--- config.mk ---
export PLATFORM = sky130hd
export DESIGN_NAME = booth_mul_seq
export DESIGN_NICKNAME = d
export VERILOG_FILES = /design/src/rtl/booth_mul_seq_pkg.sv /design/src/rtl/booth_mul_seq_enc.sv /design/src/rtl/cla_4b.sv /design/src/rtl/booth_mul_seq.sv
export SDC_FILE = /design/constraint.sdc
export NUM_CORES = 1
export LEC_CHECK = 0
export ABC_AREA = 1
export CORE_MARGIN = 3
export CORE_UTILIZATION = 61
export DETAILED_ROUTE_END_ITERATION = 7
export PLACE_DENSITY = 0.94
export REMOVE_ABC_BUFFERS = 1
export SYNTH_ARGS = -nofsm -noshare
export SYNTH_HDL_FRONTEND = slang
export SYNTH_SLANG_ARGS = --single-unit
--- constraint.sdc ---
create_clock -name clk -period 10.4 [get_ports clk]
set_input_delay 3.12 -clock clk [delete_from_list [all_inputs] [get_ports clk]]
set_output_delay 3.12 -clock clk [all_outputs]
set_load 0.1 [all_outputs]
--- src/rtl/booth_mul_seq_pkg.sv ---
// Shared types for the sequential radix-4 Booth multiplier.
// FSM states and Booth digit select encodings.
package booth_mul_seq_pkg;

  typedef enum logic [1:0] {
    IDLE = 2'd0,
    CALC = 2'd1,
    DONE = 2'd2
  } state_e;

  typedef enum logic [2:0] {
    D_ZERO = 3'd0,
    D_P1   = 3'd1,
    D_P2   = 3'd2,
    D_M1   = 3'd3,
    D_M2   = 3'd4
  } digit_e;

endpackage

--- src/rtl/booth_mul_seq_enc.sv ---
// Radix-4 Booth encoder: 3-bit multiplier window
// to {neg, two, zero} partial-product controls.
module booth_enc
  import booth_mul_seq_pkg::*;
(
  input  logic [2:0] win,
  output logic       neg,
  output logic       two,
  output logic       zero
);

  digit_e dig;

  always_comb begin
    dig = D_ZERO;
    unique case (win)
      3'b001, 3'b010: dig = D_P1;
      3'b011:         dig = D_P2;
      3'b100:         dig = D_M2;
      3'b101, 3'b110: dig = D_M1;
      default:        dig = D_ZERO;
    endcase
    neg  = (dig == D_M1) || (dig == D_M2);
    two  = (dig == D_P2) || (dig == D_M2);
    zero = (dig == D_ZERO);
  end

endmodule

--- src/rtl/cla_4b.sv ---
// 4-bit carry-lookahead adder slice.
// Chained per nibble to build wider adders.
module cla_4b (
  input  logic [3:0] a,
  input  logic [3:0] b,
  input  logic       cin,
  output logic [3:0] sum,
  output logic       cout
);

  logic [3:0] g;
  logic [3:0] p;
  logic [4:0] c;

  always_comb begin
    g    = a & b;
    p    = a ^ b;
    c[0] = cin;
    c[1] = g[0] | (p[0] & cin);
    c[2] = g[1] | (p[1] & g[0])
         | (p[1] & p[0] & cin);
    c[3] = g[2] | (p[2] & g[1])
         | (p[2] & p[1] & g[0])
         | (p[2] & p[1] & p[0] & cin);
    c[4] = g[3] | (p[3] & g[2])
         | (p[3] & p[2] & g[1])
         | (p[3] & p[2] & p[1] & g[0])
         | (p[3] & p[2] & p[1] & p[0] & cin);
    sum  = p ^ c[3:0];
    cout = c[4];
  end

endmodule

--- src/rtl/booth_mul_seq.sv ---
// Sequential radix-4 Booth multiplier, one digit per cycle,
// accumulating through a ripple chain of cla_4b slices.
module booth_mul_seq
  import booth_mul_seq_pkg::*;
#(
  parameter int WIDTH = 8
) (
  input  logic               clk,
  input  logic               rst,
  input  logic               start,
  input  logic [WIDTH-1:0]   a,
  input  logic [WIDTH-1:0]   b,
  output logic               busy,
  output logic               done,
  output logic [2*WIDTH-1:0] product
);

  localparam int PW  = 2 * WIDTH;
  localparam int N   = WIDTH / 2;
  localparam int CW  = (N > 1) ? $clog2(N) : 1;
  localparam int NIB = PW / 4;

  state_e          state_q, state_d;
  logic [CW-1:0]   cnt_q, cnt_d;
  logic [WIDTH-1:0] a_q, a_d;
  logic [WIDTH-1:0] b_q, b_d;
  logic [PW-1:0]   acc_q, acc_d;
  logic [PW-1:0]   prod_q, prod_d;

  logic [WIDTH:0]  bx;
  logic [2:0]      win;
  logic            neg, two, zero;
  logic [PW-1:0]   ax, mag, sh, pp;
  logic [PW-1:0]   sum;
  logic [NIB:0]    c;
  logic            carry_unused;

  // bx[0] supplies the implicit b[-1] = 0 of digit 0
  always_comb begin
    bx  = {b_q, 1'b0};
    win = 3'(bx >> {cnt_q, 1'b0});
  end

  booth_enc u_enc (
    .win  (win),
    .neg  (neg),
    .two  (two),
    .zero (zero)
  );

  always_comb begin
    ax  = {{WIDTH{a_q[WIDTH-1]}}, a_q};
    mag = zero ? '0 : (two ? (ax << 1) : ax);
    sh  = mag << {cnt_q, 1'b0};
    pp  = neg ? ~sh : sh;
  end

  assign c[0] = neg;

  for (genvar g = 0; g < NIB; g++) begin : g_cla
    cla_4b u_cla (
      .a    (acc_q[4*g +: 4]),
      .b    (pp[4*g +: 4]),
      .cin  (c[g]),
      .sum  (sum[4*g +: 4]),
      .cout (c[g+1])
    );
  end

  assign carry_unused = c[NIB];

  always_comb begin
    state_d = state_q;
    cnt_d   = cnt_q;
    a_d     = a_q;
    b_d     = b_q;
    acc_d   = acc_q;
    prod_d  = prod_q;
    unique case (state_q)
      IDLE: begin
        if (start) begin
          a_d     = a;
          b_d     = b;
          acc_d   = '0;
          cnt_d   = '0;
          state_d = CALC;
        end
      end
      CALC: begin
        acc_d = sum;
        cnt_d = cnt_q + CW'(1);
        if (cnt_q == CW'(N - 1)) begin
          prod_d  = sum;
          cnt_d   = '0;
          state_d = DONE;
        end
      end
      DONE: state_d = IDLE;
      default: state_d = IDLE;
    endcase
  end

  always_ff @(posedge clk or posedge rst) begin
    if (rst) begin
      state_q <= IDLE;
      cnt_q   <= '0;
      a_q     <= '0;
      b_q     <= '0;
      acc_q   <= '0;
      prod_q  <= '0;
    end else begin
      state_q <= state_d;
      cnt_q   <= cnt_d;
      a_q     <= a_d;
      b_q     <= b_d;
      acc_q   <= acc_d;
      prod_q  <= prod_d;
    end
  end

  assign busy    = (state_q != IDLE);
  assign done    = (state_q == DONE);
  assign product = prod_q;

endmodule

After elaboration in Yosys (flattened, before gate mapping)
Cells that the tools add are included.
{"block": "op_classes", "add_sub_neg": 1, "eq_ne": 14, "shifts": 2, "muxes": 12, "bitwise": 106, "reduce_logical": 12}
{"cell": "$and 1x1->1", "n": 57}
{"cell": "$mux 16", "n": 3}
{"cell": "$or 1x1->1", "n": 36}
{"cell": "$pmux 16 s2", "n": 1}
{"cell": "$xor 4x4->4", "n": 8}
{"cell": "$not 16->16", "n": 1}
{"cell": "$shl 16x3->16", "n": 1}
{"cell": "$and 4x4->4", "n": 3}
{"cell": "$eq 3x2->1 const B", "n": 4}
{"cell": "$eq 3x3->1 const B", "n": 4}
{"cell": "$pmux 3 s4", "n": 1}
{"cell": "$shr 9x3->3", "n": 1}
{"cell": "$mux 2", "n": 4}
{"cell": "$mux 8", "n": 1}
{"cell": "$pmux 2 s2", "n": 2}
{"cell": "$reduce_and 2->1", "n": 4}
{"cell": "$eq 2x2->1 const B", "n": 2}
{"cell": "$ne 2x2->1 const B", "n": 2}
{"cell": "$reduce_bool 2->1", "n": 2}
{"cell": "$reduce_or 2->1", "n": 2}
{"cell": "$and 3x3->3", "n": 1}
{"cell": "$eq 3x1->1 const B", "n": 1}
{"cell": "$logic_not 3->1", "n": 1}
{"cell": "$add 2x1->2 const B", "n": 1}
{"cell": "3 further kinds", "n": 4}
{"block": "totals", "register_bits": 52, "input_bits": 19}

Depth between registers and ports, before layout
Gate-level depths: netlist (run 1).
{"block": "depth", "ltp_word": 25, "depth_mapped": 30, "depth_no_buf": 29}

Modules after synthesis
A second synthesis (run 1) with hierarchy kept.
{"block": "hier_totals", "hier_cells": 467, "hier_area_um2": 3587.2}
{"module": "booth_mul_seq", "instances": 1, "cells_per_inst": 347, "area_each_um2": 2842.7, "seq_area_each_um2": 1301.2}
{"module": "cla_4b (g_cla[1].u_cla ...)", "instances": 3, "cells_per_inst": 27, "area_each_um2": 173.9, "seq_area_each_um2": 0.0}
{"module": "cla_4b (g_cla[0].u_cla)", "instances": 1, "cells_per_inst": 31, "area_each_um2": 186.4, "seq_area_each_um2": 0.0}
{"module": "booth_enc", "instances": 1, "cells_per_inst": 8, "area_each_um2": 36.3, "seq_area_each_um2": 0.0}

Least setup slack after synthesis (run 1)
No wires, ideal clock.
{"block": "synth_timing", "kind": "reg-to-output", "start": "register state_q[1]", "end": "output port done", "arrival_ps": 1654, "required_ps": 7280, "setup_slack_ps": 5626, "stages_incl_launch_ff": 3, "n_path_buf": 0, "path_cell_list": "dfrtp_1 > inv_1 > nor2_1"}
{"block": "synth_via", "elab_chain_len": 1}
{"element": "start: declaration", "line": "booth_mul_seq.sv:23", "rtl": "state_e state_q, state_d;"}
{"element": "start signal: assignment", "line": "booth_mul_seq.sv:112", "rtl": "state_q <= state_d;"}
{"element": "$eq 2x2->1", "line": "booth_mul_seq.sv:122", "rtl": "assign done = (state_q == DONE);"}
{"element": "end: declaration", "line": "booth_mul_seq.sv:14", "rtl": "output logic done,"}
No other way between the ends.

Worst setup path in the final report (run 1)
Ends and elaborated chain as after synthesis.

==> reports/results.ini, run 1 <==
[status]
status = finished, final reports clean

[logic_synthesis]
synth_flop_cell = dfrtp_1
syn_inst = 430
ys_warn_count = 0
yosysUniqueCellTypes = 35
synthArstFlopShare = 1.00
syn_area_mm2 = 0.00329
syn_area_per_cell_um2 = 7.65
synth-seq-area-share = 0.396
synth_edf_count = 0
synth_seq_cells = 52

[layout]
fin_nets = 498
drive_above_1_share = 0.0824
antenna_cells_inserted = 0
area_growth_pct = 15.4
fillers = 394

[global_route]
grt_max_degree = 53
grt_pass1_wl_um = 12600
grt_overflow = 0
grt_pass1_vias = 2880
grt_usage = 0.249
antenna_found_initial = 0

[floorplan]
die_height_um = 79.4
ioPinCount = 37
rows = 26
dieArea_mm2 = 0.00631
initial_utilization = 0.636
coreArea_mm2 = 0.00517
die_w_um = 79.4

[setup_path]
cp_data_arrival_time_ns = 2.00
end_kind = primary output
setup.worst_path.class = register to primary output
critPathBufInv = 2
required_ns = 7.28
critPathTopFamily = buffers and inverters
crit_path_max_fanout = 3
cpPeakStageDelay_ns = 1.15
path_cells = inv_1 > nor2_1 > clkdlybuf4s50_1
critPathSlowestCell = clkdlybuf4s50_1
startpoint_type = register

[sta]
slew_headroom = 0.285
rsz0062_at_grt = false
holdWs_ns = 0.489
final_hold_viol_count = 0
worst_pin_slew_ns = 1.07
min_period_over_period = 0.493
post-route-min-period_ns = 5.12
fin_skew_ns = 0.0142
drv_slew = 0
fin_setup_tns_ns = 0
fmax_mhz = 195
setup-violations-final = 0

[clock_tree]
cts_resized = 0
cts_root_buffer = clkbuf_8
cts.hold.buffers_added = 0
clockBufferDepth = 2
ctsHtreeMaxLevel = 2
cts_buffers = 5
clkSlewWorstSetupHoldPaths_ns = 0.09
cts_setup_buffers = 0
insertion_delay_ns = 0.31
clock-sinks = 52
cts_tree = built

[drt]
drt_iter0_markers = 164
wl_per_cell_um = 13.9
drt_pass1_iterations = 4
ant_nets = 0
vias = 2971
via_per_inst = 5.60
drc = 0
wl_um = 7370

[placed_design]
io_buffers = 36
gp_congestion = 0.912
hpwlAfterDp_um = 5200

[job]
maxCapViolations = 0

[hold_path]
min_path_type = register to register

==> cells in the final DEF (no fill, tap or decap), types with 7 or more instances in the layout <==
cell	n
nand2_1	143
nand3_1	60
dfrtp_1	52
clkdlybuf4s50_1	36
inv_1	34
o21ai_0	17
ha_1	16
nor2_1	15
a21oi_1	15
xor2_1	10
mux2_2	8
nand2_2	7
==> stage by stage <==
stage / std cells / util / worst slack (ns) / instance area [µm²]
after floorplan: 417 / - / 5.63 / 3230
after global placement: 523 / 0.710 / 5.38 / 3670
after detailed placement: 523 / 0.710 / 5.30 / 3670
after CTS: 531 / 0.734 / 5.27 / 3800
after global routing: 531 / 0.734 / 5.20 / 3800
final: 531 / 0.734 / 5.28 / 3800
==> flip-flops by register name, summed over array words and instances (netlist names) <==
signal and flops:
acc_q 16, product 16, a_q 8, b_q 8, cnt_q 2, state_q 2
==> area by class of cell <==
type | count | area [µm²] | share of cell area
Multi-Input combinational cell | 323 | 1760 | 0.465
Tap cell | 70 | 87.6 | 0.0231
Timing Repair Buffer | 36 | 360 | 0.0949
Clock buffer | 6 | 82.6 | 0.0218
Clock inverter | 2 | 38.8 | 0.0102
Sequential cell | 52 | 1300 | 0.343
Inverter | 42 | 161 | 0.0425
==> worst paths after layout <==
kind                       cells past startpoint         end  slack, ns  startpoint
setup / recovery                               3        done       5.28  state_q[1]
hold / removal                                 2  product[4]       0.49  product[4]
setup reg to reg                              24   acc_q[13]       5.98    cnt_q[1]
hold reg to reg                                2  product[4]       0.49  product[4]
max in group asynchronous                      2    acc_q[2]       6.35         rst
min in group asynchronous                      2   acc_q[12]       3.38         rst
==> logic make-up (layout without fill, tap and decap cells) <==
logic type,after synthesis,after routing,share of synthesized area
buffers and inverters,55,86,0.0677
and+or+nand+nor,237,237,0.317
AOI/OAI and AO/OA,44,44,0.0731
muxes,8,8,0.0274
xor gates and xnor gates,15,15,0.0400
DFF,52,52,0.396
adders and majority gates,19,19,0.0791
==> metal layers <==
metal,global-route usage,part of all wire,up-vias
li1,-,-,1450
met1,0.293,0.42,1384
met2,0.456,0.51,116
met3,0.0474,0.055,21
met4,0.0739,0.023,0
met5,0,0,-
==> tightest hold or removal path: stages, from the launching register on <==
cell and delay, ns:
dfrtp_1 0.35, nand2_1 0.05, o21ai_0 0.06
==> synthesized netlist by cell type, drive strengths merged, types with 2 or more instances <==
master / count / area [µm²]
fa: 3 / 60.1
buf: 5 / 31.3
xnor2: 5 / 43.8
nand3: 61 / 310
o22ai: 2 / 12.5
a21o: 2 / 15.0
ha: 16 / 200
xor2: 10 / 87.6
a21oi: 15 / 75.1
inv: 41 / 156
clkbuf: 8 / 30.0
o21ai: 21 / 105
mux2: 8 / 90.1
nor2: 20 / 106
nand3b: 2 / 15.0
dfrtp: 52 / 1300
nand2: 151 / 592
Power of run 1 is left out: the tool's default activity adds up to more than one toggle a clock period on the data nets, which glitch-free logic cannot reach.
==> run 2: changes to the inputs <==
- CORE_UTILIZATION: 61 -> 51
- PLACE_DENSITY: 0.94 -> 0.84
- clock period: 10.4 -> 4.2 ns (I/O delays scaled with it)
==> run 2 against run 1 <==
Clock skew shrank 0.0031 ns. Highest routed layer unchanged. Critical path depth grew 22. Register-to-register slack lost 5.7 ns. Setup slack lost 5.0 ns. Global-route usage shrank 4.0 points. Sequential cell count is the same. Critical path type is now register to register. Sequential share of layout area shrank 0.34 points. Count of clock-buffer cells in the layout is the same. First-iteration DRC count shrank 36%. Utilization shrank 10 points. Via count shrank 2.7%. Routed wire length shrank 5.1%.
==> reports/results.ini, run 2 (synthesis gave the netlist of run 1 again) <==
[status]
status = finished, final reports clean  ; unchanged

[clock_tree]
cts_root_buffer = clkbuf_8  ; unchanged
cts_buffers = 5  ; unchanged
clock-sinks = 52  ; unchanged
clockBufferDepth = 2  ; unchanged
ctsHtreeMaxLevel = 2  ; unchanged
cts.hold.buffers_added = 0  ; unchanged
clkSlewWorstSetupHoldPaths_ns = 0.10  ; was 0.09 ns
insertion_delay_ns = 0.31  ; about the same
cts_tree = built  ; unchanged

[sta]
fmax_mhz = 257
rsz0062_at_grt = false  ; unchanged
drv_slew = 0  ; unchanged
setup-violations-final = 0  ; unchanged
worst_pin_slew_ns = 1.06  ; was 1.07 ns
slew_headroom = 0.292  ; was 0.285
fin_setup_tns_ns = 0  ; unchanged
min_period_over_period = 0.926
final_hold_viol_count = 0  ; unchanged
fin_skew_ns = 0.0111  ; was 0.0142 ns
post-route-min-period_ns = 3.89

[drt]
vias = 2890  ; was 2,971
ant_nets = 0  ; unchanged
drt_pass1_iterations = 4  ; unchanged
drt_iter0_markers = 105  ; was 164
drc = 0  ; unchanged
wl_per_cell_um = 12.9  ; was 13.9 µm
via_per_inst = 5.31  ; was 5.60
wl_um = 6990  ; was 7370 µm

[layout]
fin_nets = 506  ; was 498
design_area_mm2 = 0.00384  ; was 0.00380 mm²
drive_above_1_share = 0.102  ; was 0.0824
area_growth_pct = 16.8  ; was 15.4%
antenna_cells_inserted = 0  ; unchanged
most-common-layout-cells = 143 x nand2_1, 60 x nand3_1, 50 x dfrtp_1  ; was 143 x nand2_1, 60 x nand3_1, 52 x dfrtp_1
final_common_cell = nand2_1  ; unchanged
post-route-util = 0.630  ; was 0.734

[setup_path]
crit_path_max_fanout = 7  ; was 3
cp_data_arrival_time_ns = 4.08  ; was 2.00 ns
end_kind = register  ; was primary output
required_ns = 4.40  ; was 7.28 ns
startpoint_type = register  ; unchanged
reg2reg_slack_ns = 0.31  ; was 5.98 ns
setup.worst_path.class = register to register  ; was register to primary output

[placed_design]
io_buffers = 36  ; unchanged
hpwlAfterDp_um = 5350  ; was 5200 µm
post_dp_cell_area_mm2 = 0.00372  ; was 0.00367 mm²
gp_congestion = 0.892  ; was 0.912

[global_route]
grt_pass1_vias = 2979  ; was 2,880
grt_usage = 0.209  ; was 0.249
grt.met3_usage = 0.0323  ; was 0.0474
antenna_found_initial = 0  ; unchanged
busiest_layer = met2  ; unchanged
grt_max_degree = 53  ; unchanged
use_met1 = 0.262  ; was 0.293
grt_overflow = 0  ; unchanged
grt_pass1_wl_um = 12800  ; was 12,600 µm
grt_util_met2 = 0.370  ; was 0.456

[floorplan]
die_w_um = 86.3  ; was 79.4 µm
coreArea_mm2 = 0.00610  ; was 0.00517 mm²
initial_utilization = 0.539  ; was 0.636
dieArea_mm2 = 0.00745  ; was 0.00631 mm²
ioPinCount = 37  ; unchanged
rows = 28  ; was 26
die_height_um = 86.3  ; was 79.4 µm

[hold_path]
min_path_type = register to register  ; unchanged

[job]
maxCapViolations = 0  ; unchanged

[run 2: cell count changes in the layout (fill, tap and decap cells not counted)]
cell and change:
buf_4 +7, bufinv_16 -1, clkbuf_2 +1, clkinv_4 -1, clkinvlp_4 +2, dfrtp_1 -2, dfrtp_2 +2, inv_2 -1
inv_4 +1
[run 2: timing repair]
item | CTS | global route
buffers inserted | 0 | 3
hold endpoints to repair | 0 | 0
setup endpoints to repair | 0 | 2
gates resized for setup | 0 | 4
[run 2: final cells by class]
class,count,area (µm²)
fill,542,2250
multi-input combinational,323,1760
sequential,52,1300
timing repair buffer,44,418
inverter,42,164
tap,75,93.8
clock buffer,6,82.6
clock inverter,2,15.0
[run 2: worst paths after layout]
| check | end | depth (start not counted) | startpoint |
|---|---|---|---|
| worst min-delay path | product[15] | 2 | product[15] |
| min in group asynchronous | product[11] | 2 | rst |
| worst max-delay path | acc_q[13] | 25 | cnt_q[0] |
| worst max register to register | acc_q[13] | 25 | cnt_q[0] |
| max in group asynchronous | cnt_q[0] | 2 | rst |
| worst min register to register | product[15] | 2 | product[15] |
[run 2: critical path: stages (launching register included)]
cell	delay [ns]
dfrtp_2	0.45
clkbuf_2	0.18
nand2_1	0.07
nand3_1	0.09
nand2_2	0.10
nor2_4	0.17
inv_2	0.04
nand2_1	0.06
nand2_2	0.06
clkinv_2	0.09
nand2_1	0.07
nand3_1	0.09
nand3_1	0.08
xor2_1	0.16
ha_1	0.37
nand3_1	0.13
o211a_1	0.23
nand2_1	0.12
nand2_1	0.07
nand2_1	0.14
nand2_1	0.07
nand2_1	0.12
inv_1	0.07
fa_1	0.37
xnor2_1	0.15
a22o_1	0.23
[run 2: per-stage QoR]
stage,instances,worst slack (ns),hold slack (ns)
global placement,533,0.508,0.459
floorplan,417,0.518,0.456
detailed placement,533,0.314,0.462
CTS,541,0.289,0.486
global route,544,0.00192,0.524
finish,544,0.312,0.482
[run 2: per-layer routing]
layer | wire length [µm] | vias up | share of wire
met2 | 3450 | 54 | 0.49
met5 | 0 | - | 0
li1 | - | 1457 | -
met1 | 3160 | 1367 | 0.45
met4 | 112 | 0 | 0.016
met3 | 275 | 12 | 0.039
Power of run 2 is left out for the same reason.
